`src/rtl/btb_nway.sv`:
```
// N-way set-associative branch target buffer with 2-bit counters, tree PLRU and a set-walking flush.
// Define BTB_BYPASS_EN to forward a same-cycle update on the lookup PC straight to the prediction outputs.
`timescale 1ns/1ps
module btb_nway #(
    parameter int NUM_SETS = 8,
    parameter int WAYS     = 2
) (
    input  logic        clk,
    input  logic        rst,
    input  logic [31:0] rd_pc,
    output logic        pred_hit,
    output logic        pred_taken,
    output logic [31:0] pred_target,
    input  logic        upd_valid,
    input  logic [31:0] upd_pc,
    input  logic [31:0] upd_target,
    input  logic        upd_taken,
    input  logic        flush_req,
    output logic        flush_busy
);
    localparam int IDX_W  = $clog2(NUM_SETS);
    localparam int TAG_W  = 30 - IDX_W;
    localparam int WAY_W  = $clog2(WAYS);
    localparam int PLRU_W = WAYS - 1;

    typedef enum logic {S_IDLE, S_FLUSH} state_t;

    state_t           r_state;
    state_t           w_state_next;
    logic [IDX_W-1:0] r_flush_idx;
    logic [IDX_W-1:0] w_flush_idx_next;

    logic              r_valid  [NUM_SETS][WAYS];
    logic [TAG_W-1:0]  r_tag    [NUM_SETS][WAYS];
    logic [31:0]       r_target [NUM_SETS][WAYS];
    logic [1:0]        r_ctr    [NUM_SETS][WAYS];
    logic [PLRU_W-1:0] r_plru   [NUM_SETS];

    logic [IDX_W-1:0]  w_rd_idx;
    logic [TAG_W-1:0]  w_rd_tag;
    logic              w_rd_hit;
    logic [WAY_W-1:0]  w_rd_way;

    logic [IDX_W-1:0]  w_upd_idx;
    logic [TAG_W-1:0]  w_upd_tag;
    logic              w_upd_hit;
    logic [WAY_W-1:0]  w_upd_way;
    logic              w_inv_found;
    logic [WAY_W-1:0]  w_inv_way;
    logic [PLRU_W-1:0] w_plru_cur;
    logic [PLRU_W-1:0] w_plru_next;
    logic [WAY_W-1:0]  w_plru_way;
    logic [WAY_W-1:0]  w_wr_way;
    logic              w_upd_acc;
    logic              w_write;
    logic [1:0]        w_ctr_old;
    logic [1:0]        w_ctr_new;
    logic [31:0]       w_tgt_new;
    logic              w_unused;

    assign w_rd_idx   = rd_pc[IDX_W+1:2];
    assign w_rd_tag   = rd_pc[31:IDX_W+2];
    assign w_upd_idx  = upd_pc[IDX_W+1:2];
    assign w_upd_tag  = upd_pc[31:IDX_W+2];
    assign w_unused   = ^{rd_pc[1:0], upd_pc[1:0]};
    assign flush_busy = (r_state == S_FLUSH);
    assign w_upd_acc  = upd_valid && (r_state == S_IDLE);

    // Descending scans so the lowest-numbered matching way is the one left standing.
    always_comb begin
        w_rd_hit = 1'b0;
        w_rd_way = '0;
        for (int w = WAYS - 1; w >= 0; w--) begin
            if (r_valid[w_rd_idx][w] && (r_tag[w_rd_idx][w] == w_rd_tag)) begin
                w_rd_hit = 1'b1;
                w_rd_way = WAY_W'(w);
            end
        end
    end

    always_comb begin
        w_upd_hit   = 1'b0;
        w_upd_way   = '0;
        w_inv_found = 1'b0;
        w_inv_way   = '0;
        for (int w = WAYS - 1; w >= 0; w--) begin
            if (r_valid[w_upd_idx][w] && (r_tag[w_upd_idx][w] == w_upd_tag)) begin
                w_upd_hit = 1'b1;
                w_upd_way = WAY_W'(w);
            end
            if (!r_valid[w_upd_idx][w]) begin
                w_inv_found = 1'b1;
                w_inv_way   = WAY_W'(w);
            end
        end
    end

    assign w_plru_cur = r_plru[w_upd_idx];
    assign w_wr_way   = w_upd_hit ? w_upd_way : (w_inv_found ? w_inv_way : w_plru_way);
    assign w_write    = w_upd_acc && (w_upd_hit || upd_taken);
    assign w_ctr_old  = r_ctr[w_upd_idx][w_upd_way];

    // Tree PLRU: each bit points toward the colder half; touching a way flips its path away from it.
    generate
        if (WAYS == 4) begin : g_plru4
            assign w_plru_way = w_plru_cur[0] ? {1'b1, w_plru_cur[2]} : {1'b0, w_plru_cur[1]};
            always_comb begin
                w_plru_next    = w_plru_cur;
                w_plru_next[0] = ~w_wr_way[1];
                if (w_wr_way[1]) begin
                    w_plru_next[2] = ~w_wr_way[0];
                end else begin
                    w_plru_next[1] = ~w_wr_way[0];
                end
            end
        end else begin : g_plru2
            assign w_plru_way  = w_plru_cur[0];
            assign w_plru_next = ~w_wr_way[0];
        end
    endgenerate

    always_comb begin
        w_ctr_new = 2'b10;
        w_tgt_new = upd_target;
        if (w_upd_hit) begin
            if (upd_taken) begin
                w_ctr_new = (w_ctr_old == 2'b11) ? 2'b11 : w_ctr_old + 2'b01;
            end else begin
                w_ctr_new = (w_ctr_old == 2'b00) ? 2'b00 : w_ctr_old - 2'b01;
                w_tgt_new = r_target[w_upd_idx][w_upd_way];
            end
        end
    end

    always_comb begin
        pred_hit    = w_rd_hit && !flush_busy;
        pred_target = pred_hit ? r_target[w_rd_idx][w_rd_way] : 32'h0;
        pred_taken  = pred_hit && r_ctr[w_rd_idx][w_rd_way][1];
`ifdef BTB_BYPASS_EN
        if (w_write && (upd_pc == rd_pc)) begin
            pred_hit    = 1'b1;
            pred_target = w_tgt_new;
            pred_taken  = w_ctr_new[1];
        end
`endif
    end

    always_comb begin
        w_state_next     = r_state;
        w_flush_idx_next = r_flush_idx;
        case (r_state)
            S_IDLE: begin
                if (flush_req) begin
                    w_state_next     = S_FLUSH;
                    w_flush_idx_next = '0;
                end
            end
            S_FLUSH: begin
                w_flush_idx_next = r_flush_idx + IDX_W'(1);
                if (r_flush_idx == IDX_W'(NUM_SETS - 1)) begin
                    w_state_next = S_IDLE;
                end
            end
            default: w_state_next = S_IDLE;
        endcase
    end

    always_ff @(posedge clk or posedge rst) begin
        if (rst) begin
            r_state     <= S_IDLE;
            r_flush_idx <= '0;
        end else begin
            r_state     <= w_state_next;
            r_flush_idx <= w_flush_idx_next;
        end
    end

    // Flush walk has priority; updates cannot be accepted while it runs anyway.
    always_ff @(posedge clk or posedge rst) begin
        if (rst) begin
            for (int s = 0; s < NUM_SETS; s++) begin
                r_plru[s] <= '0;
                for (int w = 0; w < WAYS; w++) begin
                    r_valid[s][w] <= 1'b0;
                    r_ctr[s][w]   <= 2'b00;
                end
            end
        end else if (r_state == S_FLUSH) begin
            r_plru[r_flush_idx] <= '0;
            for (int w = 0; w < WAYS; w++) begin
                r_valid[r_flush_idx][w] <= 1'b0;
            end
        end else if (w_write) begin
            r_valid[w_upd_idx][w_wr_way] <= 1'b1;
            r_ctr[w_upd_idx][w_wr_way]   <= w_ctr_new;
            r_plru[w_upd_idx]            <= w_plru_next;
        end
    end

    always_ff @(posedge clk) begin
        if (w_write) begin
            r_tag[w_upd_idx][w_wr_way]    <= w_upd_tag;
            r_target[w_upd_idx][w_wr_way] <= w_tgt_new;
        end
    end
endmodule

```
`config.mk`:
```
export PLATFORM = sky130hd
export DESIGN_NAME = btb_nway
export DESIGN_NICKNAME = d
export VERILOG_FILES = /design/src/rtl/btb_nway.sv
export SDC_FILE = /design/constraint.sdc
export NUM_CORES = 1
export LEC_CHECK = 0
export CAP_MARGIN = 20
export CORE_MARGIN = 2
export CORE_UTILIZATION = 38
export DETAILED_ROUTE_END_ITERATION = 8
export PLACE_DENSITY = 0.59
export SLEW_MARGIN = 20
export SYNTH_ARGS = -nofsm -noshare
export SYNTH_HDL_FRONTEND = slang
export SYNTH_SLANG_ARGS = --single-unit
```
`constraint.sdc`:
```
create_clock -name clk -period 7.45 [get_ports clk]
set_input_delay 1.49 -clock clk [delete_from_list [all_inputs] [get_ports clk]]
set_output_delay 1.49 -clock clk [all_outputs]
set_load 0.01 [all_outputs]
```
; ---- After elaboration in Yosys (flattened, before gate mapping)
; Memory sizes are Yosys's and may differ from the RTL's.
; Index checks and enable logic that the tools add are counted.
; W data, S select, Z words.
[totals]
word_cells = 173
in_bits = 101
register_bits = 60
memories = 2
mem_bits_rw = 944
out_inout_bits = 35
[classes]
reduce_logical = 16
addsub = 3
bitwise = 15
n_lt_le_gt_ge = 9
eq_ne = 7
n_mux = 79
[mem_list]
columns = memory, words, word_bits, read_ports, rd_ports_with_merged_regs, wr, line
row1 = r_target, 8, 64, 2, 0, 1, 35  ; logic [31:0] r_target [NUM_SETS][WAYS];
row2 = r_tag, 8, 54, 2, 0, 1, 34  ; logic [TAG_W-1:0] r_tag [NUM_SETS][WAYS];
[op_table]
columns = cell, count
row1 = $mux W32, 10
row2 = $eq A27 B27 Y1, 4
row3 = $mux W64, 1
row4 = $mux W54, 1
row5 = $mux W2, 17
row6 = $and A16 B16 Y16, 2
row7 = $bwmux W32, 1
row8 = $demux W32 S1, 1
row9 = $mux W16, 2
row10 = $not A16 Y16, 2
row11 = $demux W27 S1, 1
row12 = $mux W27, 1
row13 = $bmux W4 S3, 2
row14 = $mux W1, 20
row15 = $mux W4, 5
row16 = $demux W2 S3, 3
row17 = $mux W8, 2
row18 = $or A16 B16 Y16, 1
row19 = $bmux W2 S3, 2
row20 = $demux W4 S3, 1
row21 = $ge A4 B4 Y1 const B, 3
row22 = $not A3 Y4, 3
row23 = $logic_and A1 B1 Y1, 11
row24 = $and A8 B8 Y8, 1
row25 = other kinds (25), 32

; ---- Logic depth before layout (Yosys ltp)
; Gate-level depths: netlist (run 1).
[depth]
word_depth = 18
depth_mapped = 17
mapped_depth_nobuf = 9

; ---- Worst setup path after synthesis (run 1)
; Ideal clock, no wire load.
[synth_path]
path_kind = in2reg
startpoint = input upd_pc[4]
endpoint = register r_ctr[17] (netlist name)
cell_stages = 13
required_time_ns = 7.369
path_slack_ns = -0.615
setup_ns = 0.081
t_arrival_ns = 7.984
n_path_buf = 4
path_cell_list = buf_2 buf_6 buf_6 clkbuf_1 mux4_2 mux2i_1 xor2_1 nand4_1 or3b_2 nor4_4 o21bai_1 nor4_2 mux2_2
[synth_via]
elab_chain_len = 16
elab_cells_between_ends = 50
classes_between = add/sub (2) / order compare (4) / eq/ne (3) / mux (29) / bitwise (3) / reduce/logical (8) / memory (1)
[synth_lines]
columns = item, line
row1 = "start, declared", 15  ; input logic [31:0] upd_pc,
row2 = "parallel branches: the longest is 16 deep, another holds $mem_v2 Z8 W54", --
row3 = "end signal, assigned by index", 195  ; r_ctr[w_upd_idx][w_wr_way] <= w_ctr_new;
row4 = "end, declared", 36  ; logic [1:0] r_ctr [NUM_SETS][WAYS];
; Several ways; the timed one is not identified. The select of a mux whose other input is x is not followed.
; A chain may end at the register's enable or synchronous reset.

; ---- Worst setup path in the final report (run 1)
[layout_path]
startpoint = input rd_pc[2]
endpoint = output pred_target[6]
[layout_via]
elab_chain_len = 12
elab_cells_between_ends = 19
classes_between = eq/ne (2) / mux (10) / bitwise (2) / reduce/logical (3) / memory (2)
[layout_lines]
columns = item, line
row1 = "start, declared", 10  ; input logic [31:0] rd_pc,
row2 = "parallel branches: the longest is 11 deep, another holds $mem_v2 Z8 W54", --
row3 = $mux W32 *, 137  ; pred_target = pred_hit ? r_target[w_rd_idx][w_rd_way] : 32'h0;
row4 = "end, declared", 13  ; output logic [31:0] pred_target,
; Mark *: on every way between the ends. The select of a mux whose other input is x is not followed.

==> results.yml, run 1 <==
placed_design:
  dp_cells: 4581
  place_area_sq_mm: 0.0525
  hpwl_mm: 96.8
  io_buffers: 131
  pre_cts_slack_ns: 0.0249
  gp_congestion: 0.973
cts:
  clk_pin_slew_ns: 0.06
  clk_path_buf_depth: 3
  post_cts_buffers: 0
  cts.sinks: 1004
  root_buffer: "clkbuf_16"
  clock_latency_ns: 0.69
  cts_hold_buffers: 0
  cts_tree: "done"
  cts_htree_levels: 3
  cts_buffers: 105
layout:
  seq_area_sq_mm: 0.0298
  fillers: 10876
  final_layout_size_suffix_gt1_share_pct: 25.5
  fin_area_sq_mm: 0.0556
  area_delta_synth_final_pct: 16.3
  fin_cells: 4768
  multiInputGateArea_sq_mm: 0.0172
  final_nets: 3141
sta:
  max_freq_mhz: 137
  relSlewSlack_pct: 22.5
  setup_viol: 0
  setup_slack_ns: 0.148
  worst_pin_slew_ns: 1.16
  finalHoldViolations: 0
  post-route-min-period_ns: 7.30
  rsz0062_at_grt: "false"
  finalCritPeriodShare_pct: 98.0
  skew_ns: 0.0312
  drv_slew: 0
critical_path:
  worstPathArrival_ns: 5.81
  critical-path-top-delay-family: "buffers and inverters"
  worst_setup_path_start_kind: "input port"
  crit_chain: "buf_8, buf_12, buf_4, mux4_2, mux2i_1, xnor2_1, nor4_1, nand3_1, nor2_1, nor3_2, buf_12, buf_12, a211oi_1, a211oi_1, buf_4, clkdlybuf4s50_1"
  slowest_delay_ns: 0.54
  endpoint_kind: "output port"
  required_ns: 5.96
  cpMostUsedCell: "buf_12"
  path_buf_inv: 7
  crit_fanout: 29
  worstSetupPathType: "input port to output port"
  slowest_stage: "clkdlybuf4s50_1"
power:
  p_leak_nw: 18.5
  total_power_mw: 12.6
  ir_drop_v: 0.000184
  p_per_area_mw_per_mm2: 226
grt:
  grt_overflow: 0
  grtUsageTotal_pct: 23.9
  grt_pass1_wl_mm: 225
  antenna_found_initial: 2
  grt_pass1_vias: 31363
  grt_max_degree: 87
floorplanning:
  floorplan.core_area_sq_mm: 0.125
  initial_core_util_pct: 38.2
  boundaryPins: 136
  die_h_microns: 359
  fp.dieW_microns: 359
  dieArea_sq_mm: 0.129
  rows: 130
synth:
  synth_ff_type: "edfxtp_1"
  ys_seq_area_share_pct: 62.4
  synth.area.top_cells: "edfxtp_1, mux4_2, mux2i_1"
  syn_area_sq_mm: 0.0479
  synth_edf_count: 944
  yosys-top-cells-count: "edfxtp_1, mux4_2, mux2i_1"
  syn_inst: 2793
  synth_top_area_share_pct: 59.2
  yosys.area.top_type: "edfxtp_1"
  yosys_warnings: 0
  yosysMostFrequentCell: "edfxtp_1"
  async_reset_ff_share_pct: 5.98
  syn_nets: 2896
  ys_types: 87
  ys_ff_latch: 1004
  avgSynthCellArea_sq_um: 17.1
route:
  wl_per_cell_microns: 32.8
  drt_iter0_drc: 4305
  vias_per_cell: 6.39
  ant_nets: 0
  vias: 30473
  firstDrtPassIters: 8
  drt-total-wl_mm: 156
  drcViolationCount: 0
hold_path:
  min_path_type: "register to register"
run:
  cap_violations: 0
run_status:
  status: "finished, final reports clean"
-- logic make-up (layout without fill, tap and decap cells) --
| kind of cell | after synthesis | count (layout) | share of synthesized area, % |
|---|---|---|---|
| AO/OA/AOI/OAI | 467 | 467 | 7.17 |
| XOR/XNOR | 90 | 90 | 1.65 |
| adder cells (fa/ha/maj) | 5 | 5 | 0.115 |
| buffers and inverters | 217 | 541 | 2.17 |
| flip-flops | 1004 | 1004 | 62.4 |
| multiplexers | 625 | 625 | 22.0 |
| other | 0 | 1 | 0 |
| AND/OR/NAND/NOR | 385 | 385 | 4.56 |
-- final timing paths --
check | from | to | slack [ns] | cells past startpoint
worst max-delay path | rd_pc[2] | pred_target[6] | 0.15 | 16
worst min-delay path | r_ctr[12] | r_ctr[12] | 0.49 | 1
worst max register to register | r_tag[4][16] | r_ctr[25] | 2.44 | 11
worst min register to register | r_ctr[12] | r_ctr[12] | 0.49 | 1
max in group asynchronous | rst | r_ctr[19] | 5.52 | 3
min in group asynchronous | rst | r_ctr[0] | 1.37 | 3
-- repair_timing --
action	in CTS	in global routing
cloned	0	0
pin swaps	0	0
setup endpoints to repair	1	7
resized for setup	1	4
-- routing by layer --
metal,wire [microns],global-route usage (%),vias to the layer above
li1,-,-,12235
met1,61800,32.2,15993
met2,74900,38.9,1904
met3,14300,4.12,339
met4,5420,8.75,2
met5,13,0,-
-- registers in the layout, summed over array words and instances (netlist names) --
name	flops
r_tag	432
flush_busy	1
r_valid	16
r_flush_idx	3
r_target	512
r_ctr	32
r_plru	8
-- cell type report --
type | instances | share of cell area [%]
Sequential cell | 1004 | 53.6
Multi-Input combinational cell | 1572 | 30.8
Timing Repair Buffer | 343 | 6.09
Clock buffer | 129 | 4.92
Tap cell | 1650 | 3.71
Clock inverter | 57 | 0.722
Inverter | 12 | 0.0809
Antenna cell | 1 | 0.00450
-- power breakdown --
part	total [mW]	switching, mW	internal, mW
Clock	4.91	2.18	2.73
Combinational	1.33	0.780	0.553
Sequential	6.36	0.0907	6.27
Total	12.6	3.05	9.56
-- stage by stage --
| stage | setup TNS, ns | util (%) | hold slack [ns] |
|---|---|---|---|
| final | 0 | 44.4 | 0.490 |
| after global routing | 0 | 44.4 | 0.495 |
| after CTS | 0 | 44.4 | 0.489 |
| after detailed placement | 0 | 41.9 | 0.474 |
| after global placement | -0.0656 | 41.9 | 0.467 |
| after floorplan | -0.0140 | - | 0.457 |
-- worst register-to-register path, cell delays in order, from the launching register on --
cell	delay (ns)
edfxtp_1	0.35
mux2i_1	0.09
mux4_2	0.49
a21boi_0	0.54
o22ai_1	0.17
or4bb_1	0.64
nor4_4	0.37
o21bai_2	0.35
buf_4	0.27
nor2_4	0.87
buf_12	0.35
mux2_2	0.42
-- placed cells by master, fill, tap and decap left out, drive strengths merged, types with 23 or more instances in the layout --
| master | netlist | layout |
|---|---|---|
| edfxtp | 944 | 944 |
| mux4 | 327 | 327 |
| buf | 85 | 216 |
| mux2i | 209 | 209 |
| clkbuf | 120 | 131 |
| clkdlybuf4s50 | 0 | 125 |
| a22oi | 118 | 118 |
| mux2 | 89 | 89 |
| xnor2 | 82 | 82 |
| nand2 | 80 | 80 |
| a211oi | 71 | 71 |
| o21ai | 66 | 66 |
| nor2 | 62 | 62 |
| a221oi | 61 | 61 |
| dfrtp | 60 | 60 |
| nor2b | 47 | 47 |
| clkinv | 0 | 47 |
| nand3 | 37 | 37 |
| nor4 | 36 | 36 |
| a21oi | 30 | 30 |
| a22o | 24 | 24 |
| nand4 | 23 | 23 |
Note: power is estimated with default switching activity, not from simulation.
==> inputs of run 2 (changes only) <==
--- a/config.mk
+++ b/config.mk
@@ -10,6 +10,7 @@
 export CORE_UTILIZATION = 38
 export DETAILED_ROUTE_END_ITERATION = 8
 export PLACE_DENSITY = 0.59
+export SETUP_SLACK_MARGIN = 0.02
 export SLEW_MARGIN = 20
 export SYNTH_ARGS = -nofsm -noshare
 export SYNTH_HDL_FRONTEND = slang
==> constraint.sdc (replaced) <==
create_clock -name clk -period 7.45 [get_ports clk]
set_input_delay 1.1175 -clock clk [delete_from_list [all_inputs] [get_ports clk]]
set_output_delay 1.1175 -clock clk [all_outputs]
set_load 0.01 [all_outputs]
==> results.yml, run 2 (synthesis results as in run 1) <==
run_status:
  status: "finished, final reports clean"
cts:
  clock_latency_ns: 0.69
  cts_hold_buffers: 0
  cts.sinks: 1004
  cts_tree: "done"
  cts_buffers: 104
  clk_path_buf_depth: 3
  root_buffer: "clkbuf_16"
  cts_resized: 0
  clk_pin_slew_ns: 0.06
  cts_htree_levels: 3
  post_cts_buffers: 0
layout:
  layout_commonest_cell: "edfxtp_1"
  final_layout_size_suffix_gt1_share_pct: 24.5
  area_delta_synth_final_pct: 15.6
  reg_top3: "r_target (512), r_tag (432), r_ctr (32)"
  largest_register_ffs: 512
  final_nets: 3089
  fillers: 10793
  largest-register: "r_target"
  fin_area_sq_mm: 0.0553
  final_cell_mix: "edfxtp_1, mux4_2, mux2i_1"
  seq_area_sq_mm: 0.0298
  multiInputGateArea_sq_mm: 0.0171
sta:
  post-route-min-period_ns: 6.80
  rsz0062_at_grt: "false"
  worst_pin_slew_ns: 1.06
  drv_slew: 0
  finalCritPeriodShare_pct: 91.2
  setup_slack_ns: 0.653
  hold_ws_ns: 0.497
  setup_viol: 0
  relSlewSlack_pct: 28.5
  fin_tns_setup_ns: 0
  skew_ns: 0.0365
  max_freq_mhz: 147
  finalHoldViolations: 0
placed_design:
  io_buffers: 131
  place_area_sq_mm: 0.0520
  gp_congestion: 0.927
  pre_cts_slack_ns: 0.457
  hpwl_mm: 93.5
route:
  drcViolationCount: 0
  wl_per_cell_microns: 33.0
  firstDrtPassIters: 6
  vias: 30322
  vias_per_cell: 6.41
  drt_iter0_drc: 4001
  drt-total-wl_mm: 156
  ant_nets: 0
grt:
  antenna_found_initial: 5
  grt_max_degree: 77
  grt_pass1_vias: 30992
  grt_overflow: 0
  grt_pass1_wl_mm: 223
  grtUsageTotal_pct: 23.7
critical_path:
  path_buf_inv: 5
  reg2reg_to: "r_target[1][25]"
  rr_startpoint: "r_tag[2][30]"
  endpoint_kind: "output port"
  worst_setup_path_start_kind: "input port"
  reg2reg_slack_ns: 2.14
  worstSetupPathType: "input port to output port"
  slowest_stage: "clkdlybuf4s50_1"
  worst_r2r_path_depth: 11
  crit_fanout: 34
  slowest_delay_ns: 0.67
  worstPathArrival_ns: 5.68
  crit_chain: "buf_8, buf_12, mux4_2, mux2i_1, xnor2_1, nor4_1, nand3_1, nor4_1, buf_4, o21bai_4, buf_12, a211oi_1, clkdlybuf4s50_1"
  required_ns: 6.33
  critical-path-top-delay-family: "buffers and inverters"
hold_path:
  min_to: "r_ctr[8]"
  hold_start: "r_ctr[8]"
  min_path_type: "register to register"
  min_path_cells: 1
floorplanning:
  boundaryPins: 136
  die_h_microns: 359
  rows: 130
  dieArea_sq_mm: 0.129
  fp.dieW_microns: 359
  floorplan.core_area_sq_mm: 0.125
  initial_core_util_pct: 38.2
power:
  p_leak_nw: 18.3
  p_per_area_mw_per_mm2: 230
  ir_drop_v: 0.000205
run:
  cap_violations: 0
-- run 2: worst max-delay path by stage --
stage	start	end	slack, ns	cells past startpoint
after global routing	rd_pc[2]	pred_target[9]	0.44	13
after CTS	rd_pc[2]	pred_target[18]	0.72	13
after floorplan	upd_pc[4]	r_ctr[4]	0.37	14
after global placement	upd_pc[2]	r_target[0][51]	0.63	11
after detailed placement	upd_pc[2]	r_target[3][34]	0.46	11
final	rd_pc[2]	pred_target[18]	0.65	13
-- run 2: layer usage --
layer  track usage (%)  vias to the layer above  routed length (microns)
met3              4.09                      341                    14200
met5                 0                        -                       27
li1                  -                    12149                        -
met1              32.2                    15914                    61600
met2              38.4                     1914                    74500
met4              8.79                        4                     5810
-- run 2: area by class of cell --
| cell class | instances | area share, % |
|---|---|---|
| inverter | 12 | 0.0837 |
| tap | 1650 | 3.73 |
| clock inverter | 60 | 0.852 |
| multi-input combinational | 1572 | 31.0 |
| timing repair buffer | 292 | 5.30 |
| clock buffer | 136 | 5.13 |
| sequential | 1004 | 53.9 |
| antenna | 2 | 0.00904 |
-- run 2: where the power goes --
part	internal, mW	switching (mW)	total, mW	leakage (nW)
combinational	0.541	0.767	1.31	7.38
sequential	6.27	0.0917	6.36	9.30
clock	2.86	2.20	5.06	1.61
-- run 2: metrics by stage --
stage | util (%) | power (mW) | std cells
finish | 44.2 | 12.7 | 4728
global route | 44.2 | 13.1 | 4727
CTS | 44.2 | 12.8 | 4723
detailed placement | 41.5 | 7.77 | 4527
floorplan | - | 7.26 | 2793
global placement | 41.5 | 7.73 | 4524
